==> src/rtl/ahb_gpio_sequencer.sv <==
// rtl/ahb_gpio_sequencer.sv - round-robin sharing of one AHB GPIO slave between NUM_REQ command requesters
// Optional data-phase timeout is compiled in with GPIO_SEQ_TIMEOUT_EN.
module ahb_gpio_sequencer #(
    parameter int          NUM_REQ     = 2,
    parameter int          DATA_W      = 16,
    parameter logic [31:0] DATA_ADDR   = 32'h0,
    parameter logic [31:0] DIR_ADDR    = 32'h4,
    parameter int          TIMEOUT_CYC = 16
) (
    input  logic                       HCLK,
    input  logic                       HRESET,
    input  logic [NUM_REQ-1:0]         req_valid,
    output logic [NUM_REQ-1:0]         req_ready,
    input  logic [NUM_REQ-1:0]         req_write,
    input  logic [NUM_REQ-1:0]         req_dir,
    input  logic [NUM_REQ*DATA_W-1:0]  req_wdata,
    output logic [NUM_REQ-1:0]         rsp_valid,
    output logic [DATA_W-1:0]          rsp_rdata,
    output logic                       rsp_err,
    output logic                       par_err_sticky,
    input  logic                       err_clr,
    output logic                       busy,
    output logic                       HSEL,
    output logic [1:0]                 HTRANS,
    output logic                       HWRITE,
    output logic [31:0]                HADDR,
    output logic                       HREADY,
    output logic [31:0]                HWDATA,
    input  logic [31:0]                HRDATA,
    input  logic                       HREADYOUT,
    input  logic                       PARITYERR
);

    localparam int PTR_W = (NUM_REQ > 1) ? $clog2(NUM_REQ) : 1;
    localparam int CNT_W = $clog2(TIMEOUT_CYC + 1);

`ifdef GPIO_SEQ_TIMEOUT_EN
    localparam bit TIMEOUT_EN = 1'b1;
`else
    localparam bit TIMEOUT_EN = 1'b0;
`endif

    localparam logic [1:0] ST_IDLE = 2'd0;
    localparam logic [1:0] ST_ADDR = 2'd1;
    localparam logic [1:0] ST_DATA = 2'd2;
    localparam logic [1:0] ST_RESP = 2'd3;

    logic [1:0]        state;
    logic [PTR_W-1:0]  ptr;
    logic [PTR_W-1:0]  cur_idx;
    logic              cur_write;
    logic              cur_dir;
    logic [DATA_W-1:0] cur_wdata;
    logic [DATA_W-1:0] rdata_q;
    logic              err_q;
    logic [CNT_W-1:0]  wait_cnt;

    logic [PTR_W-1:0]   grant_idx;
    logic               grant_found;
    logic [PTR_W:0]     cand;
    logic [DATA_W-1:0]  sel_wdata;
    logic [NUM_REQ-1:0] grant_onehot;
    logic [NUM_REQ-1:0] cur_onehot;
    logic               timeout_hit;

    // Search starts one past the last winner so every valid requester gets a turn.
    always_comb begin
        grant_idx   = '0;
        grant_found = 1'b0;
        cand        = '0;
        for (int k = 1; k <= NUM_REQ; k++) begin
            cand = {1'b0, ptr} + (PTR_W+1)'(k);
            if (cand >= (PTR_W+1)'(NUM_REQ)) begin
                cand = cand - (PTR_W+1)'(NUM_REQ);
            end
            if (!grant_found && req_valid[cand[PTR_W-1:0]]) begin
                grant_idx   = cand[PTR_W-1:0];
                grant_found = 1'b1;
            end
        end
    end

    always_comb begin
        sel_wdata = '0;
        for (int i = 0; i < NUM_REQ; i++) begin
            if (grant_idx == PTR_W'(i)) begin
                sel_wdata = req_wdata[i*DATA_W +: DATA_W];
            end
        end
    end

    assign grant_onehot = {{(NUM_REQ-1){1'b0}}, 1'b1} << grant_idx;
    assign cur_onehot   = {{(NUM_REQ-1){1'b0}}, 1'b1} << cur_idx;

    assign timeout_hit = TIMEOUT_EN && !HREADYOUT && (wait_cnt == CNT_W'(TIMEOUT_CYC - 1));

    always_ff @(posedge HCLK) begin
        if (HRESET) begin
            state     <= ST_IDLE;
            ptr       <= PTR_W'(NUM_REQ - 1);
            cur_idx   <= '0;
            cur_write <= 1'b0;
            cur_dir   <= 1'b0;
            cur_wdata <= '0;
            rdata_q   <= '0;
            err_q     <= 1'b0;
            wait_cnt  <= '0;
        end else begin
            case (state)
                ST_IDLE: begin
                    if (grant_found) begin
                        cur_idx   <= grant_idx;
                        cur_write <= req_write[grant_idx];
                        cur_dir   <= req_dir[grant_idx];
                        cur_wdata <= sel_wdata;
                        ptr       <= grant_idx;
                        state     <= ST_ADDR;
                    end
                end
                ST_ADDR: begin
                    wait_cnt <= '0;
                    state    <= ST_DATA;
                end
                ST_DATA: begin
                    if (HREADYOUT) begin
                        rdata_q <= cur_write ? '0 : HRDATA[DATA_W-1:0];
                        err_q   <= PARITYERR;
                        state   <= ST_RESP;
                    end else if (timeout_hit) begin
                        rdata_q <= '0;
                        err_q   <= 1'b1;
                        state   <= ST_RESP;
                    end else if (TIMEOUT_EN) begin
                        wait_cnt <= wait_cnt + CNT_W'(1);
                    end
                end
                default: begin
                    state <= ST_IDLE;
                end
            endcase
        end
    end

    // A set in the same cycle as err_clr must not be lost.
    always_ff @(posedge HCLK) begin
        if (HRESET) begin
            par_err_sticky <= 1'b0;
        end else if (state == ST_DATA && HREADYOUT && PARITYERR) begin
            par_err_sticky <= 1'b1;
        end else if (err_clr) begin
            par_err_sticky <= 1'b0;
        end
    end

    assign req_ready = (state == ST_IDLE && grant_found) ? grant_onehot : '0;
    assign busy      = (state != ST_IDLE);

    assign HSEL   = (state == ST_ADDR);
    assign HTRANS = (state == ST_ADDR) ? 2'b10 : 2'b00;
    assign HWRITE = (state == ST_ADDR) && cur_write;
    assign HADDR  = (state == ST_ADDR) ? (cur_dir ? DIR_ADDR : DATA_ADDR) : 32'h0;
    assign HREADY = (state == ST_DATA) ? HREADYOUT : 1'b1;
    assign HWDATA = (state == ST_DATA && cur_write) ? 32'(cur_wdata) : 32'h0;

    assign rsp_valid = (state == ST_RESP) ? cur_onehot : '0;
    assign rsp_rdata = (state == ST_RESP) ? rdata_q : '0;
    assign rsp_err   = (state == ST_RESP) && err_q;

    generate
        if (DATA_W < 32) begin : g_hrdata_upper
            logic unused_hrdata;
            assign unused_hrdata = ^HRDATA[31:DATA_W];
        end
    endgenerate

endmodule

==> config.mk <==
export PLATFORM = sky130hd
export DESIGN_NAME = ahb_gpio_sequencer
export DESIGN_NICKNAME = d
export VERILOG_FILES = /design/src/rtl/ahb_gpio_sequencer.sv
export SDC_FILE = /design/constraint.sdc
export NUM_CORES = 1
export LEC_CHECK = 0
export CAP_MARGIN = 20
export CORE_ASPECT_RATIO = 0.6
export CORE_UTILIZATION = 35
export CTS_CLUSTER_SIZE = 40
export DETAILED_ROUTE_END_ITERATION = 10
export PLACE_DENSITY = 0.8
export SLEW_MARGIN = 20
export SYNTH_ARGS = -nofsm -noshare
export SYNTH_HDL_FRONTEND = slang
export SYNTH_SLANG_ARGS = --single-unit
==> constraint.sdc <==
create_clock -name HCLK -period 1.63 [get_ports HCLK]
set_input_delay 0.2445 -clock HCLK [delete_from_list [all_inputs] [get_ports HCLK]]
set_output_delay 0.2445 -clock HCLK [all_outputs]
set_load 0.02 [all_outputs]
==> metrics.cfg <==
[timing]
fin_crit_ps=1570
setup_viol=0
rsz0062_at_grt=no
fin_setup_tns_ps=0
fin_crit_sh_pct=96.3
fmax_ghz=0.637
fin_worst_skew_ps=4.35
hold_viol_final=0
slew_violations=0

[pwr]
total_power_w=0.00403
leakagePower_nw=1.56
power_density_nw_per_um2=1170
peakVddDrop_mv=0.548

[worst_setup_path]
critPathKind=reg -> out
path_cells=inv_4, ha_4, buf_12, and3_1, buf_4
critPathSlowestCell=dfxtp_2
cp_max_fo=15
crit_path_end_kind=output port
cp.buffers_inverters=3
max_stage_delay_ps=340
crit_arrival_ps=1320
startpoint_type=register
required_ps=1390
critPathTopFamily=flip-flops

[grt]
grt_pass1_wl_um=10300
antenna_found_initial=0
gr-total-overflow=0
grt_pass1_vias=2000
track_usage_pct=18.5
grt_max_degree=20

[synthesis]
yosys_warnings=0
ys_types=28
ys_seq_elements=40
synthesis.area_um2=2390
syn_area_per_cell_um2=9.03
syn_inst=265
yosysSeqAreaShare_pct=33.5

[route]
dr.pass1.iters=4
wirelength_um=6570
routedWlPerCell_um=14.2
drc=0
vias=2131
drtIter0Drc=85
via_per_inst=4.61
drtAntennaViolNets=0

[floorplanning]
start_util_pct=37.6
fp-row-count=22
core_area_um2=6360
io-pin-count=167
die-area_um2=7180
die_x_um=109
die-height_um=66.0

[flow_run]
drv_cap=0

[placement]
place.detailed.hpwl_um=4980
io_buffers=102
dpl.cell_count=454
gp_congestion=0.748
dpl-instance-area_um2=3440

[cells_and_area]
fillers=582
diodes=0
final_common_cell=clkdlybuf4s50_1
seqCellArea_um2=806
area_delta_synth_final_pct=44.7
fin_nets=458
multi_input_area_um2=1320
final_area_um2=3460
final_cells=462
mostFrequentLayoutCells=clkdlybuf4s50_1, conb_1, dfxtp_1, buf_2, buf_4
drive_above_1_share_pct=28.6
final_util_pct=54.4

[clocking]
h-tree-depth=2
clk_path_buf_depth=2
ctsHoldBuffers=0
clk_latency_ps=280
cts_sinks=40
cts_tree=done
cts_root_buffer=clkbuf_16
numCtsBuffers=5
cts.clk_slew.worst_paths_ps=60

[min_path]
hold_class=reg -> reg

[outcome]
status=finished, final reports clean

cell families after synthesis:
group	after synthesis	synth area share, %
DFF	40	33.5
adders and majority gates	5	2.62
AOI/OAI and AO/OA	45	15.9
other	1	0.157
buffers and inverters	72	20.7
and+or+nand+nor	101	26.7
muxes	1	0.418
cells in the mapped netlist (all sizes together):
library cell / n / area, um^2
a211oi: 2 / 40.0
a21oi: 21 / 105
a221o: 18 / 203
and2: 21 / 133
and3: 16 / 100
buf: 60 / 450
clkbuf: 7 / 26.3
conb: 1 / 3.75
dfxtp: 40 / 801
ha: 5 / 62.6
inv: 5 / 18.8
mux2i: 1 / 10.0
nand2: 23 / 91.3
nand2b: 2 / 12.5
nand3: 1 / 5.00
nand4b: 16 / 140
nor2: 1 / 3.75
nor2b: 2 / 12.5
nor3b: 18 / 135
o211a: 1 / 10.0
o211ai: 1 / 7.51
o21a: 2 / 15.0
or3: 1 / 6.26
final cells by class:
| class | instances | share of cell area, % |
|---|---|---|
| Multi-Input combinational cell | 200 | 38.1 |
| Timing Repair Buffer | 126 | 31.1 |
| Sequential cell | 40 | 23.3 |
| Clock buffer | 6 | 3.72 |
| Tap cell | 84 | 3.04 |
| Inverter | 5 | 0.615 |
| Clock inverter | 1 | 0.145 |
worst paths after layout:
check             slack [ps]       endpoint  cells past startpoint       start
setup / recovery          60      HWDATA[9]                      5    state[0]
hold / removal           450     rdata_q[3]                      2  rdata_q[3]
setup reg to reg         110  cur_wdata[11]                      7    state[1]
hold reg to reg          450     rdata_q[3]                      2  rdata_q[3]
metrics by stage:
stage                     worst slack, ps  hold WS [ps]
after floorplan                       132           387
after CTS                            6.26           449
after global routing                 6.82           469
after detailed placement             -352           441
final                                60.5           446
after global placement               -267           435
metal layers:
layer	global-route usage (%)	vias to the layer above	part of all wire, %
met4	4.05	0	0.61
met1	25.4	994	48
met2	29.4	69	45
met5	0	-	0
met3	4.33	5	6.3
li1	-	1063	-
registers in the layout, summed over array words and instances (netlist names):
name / cells
cur_dir: 1
cur_wdata: 16
cur_write: 1
err_q: 1
state: 2
cur_idx: 1
par_err_sticky: 1
rdata_q: 16
ptr: 1
timing repair:
action,in CTS,in global routing
pin swaps,2,0
endpoints found under the setup margin,61,30
gates resized for setup,181,13
buffers inserted,2,0
endpoints found under the hold margin,0,0
power by group:
part | switching (W) | internal [W] | total, W
clock network | 0.000352 | 0.000555 | 0.000907
logic | 0.000942 | 0.000896 | 0.00184
registers | 0.000108 | 0.00118 | 0.00129
total | 0.00140 | 0.00263 | 0.00403
tightest hold or removal path: cells and delay by family (launching register included):
kind,cells,cell delay [ps]
flip-flops,1,300
AO/OA/AOI/OAI,1,50
AND/OR/NAND/NOR,1,50
Note: power is estimated with default switching activity, not from simulation.
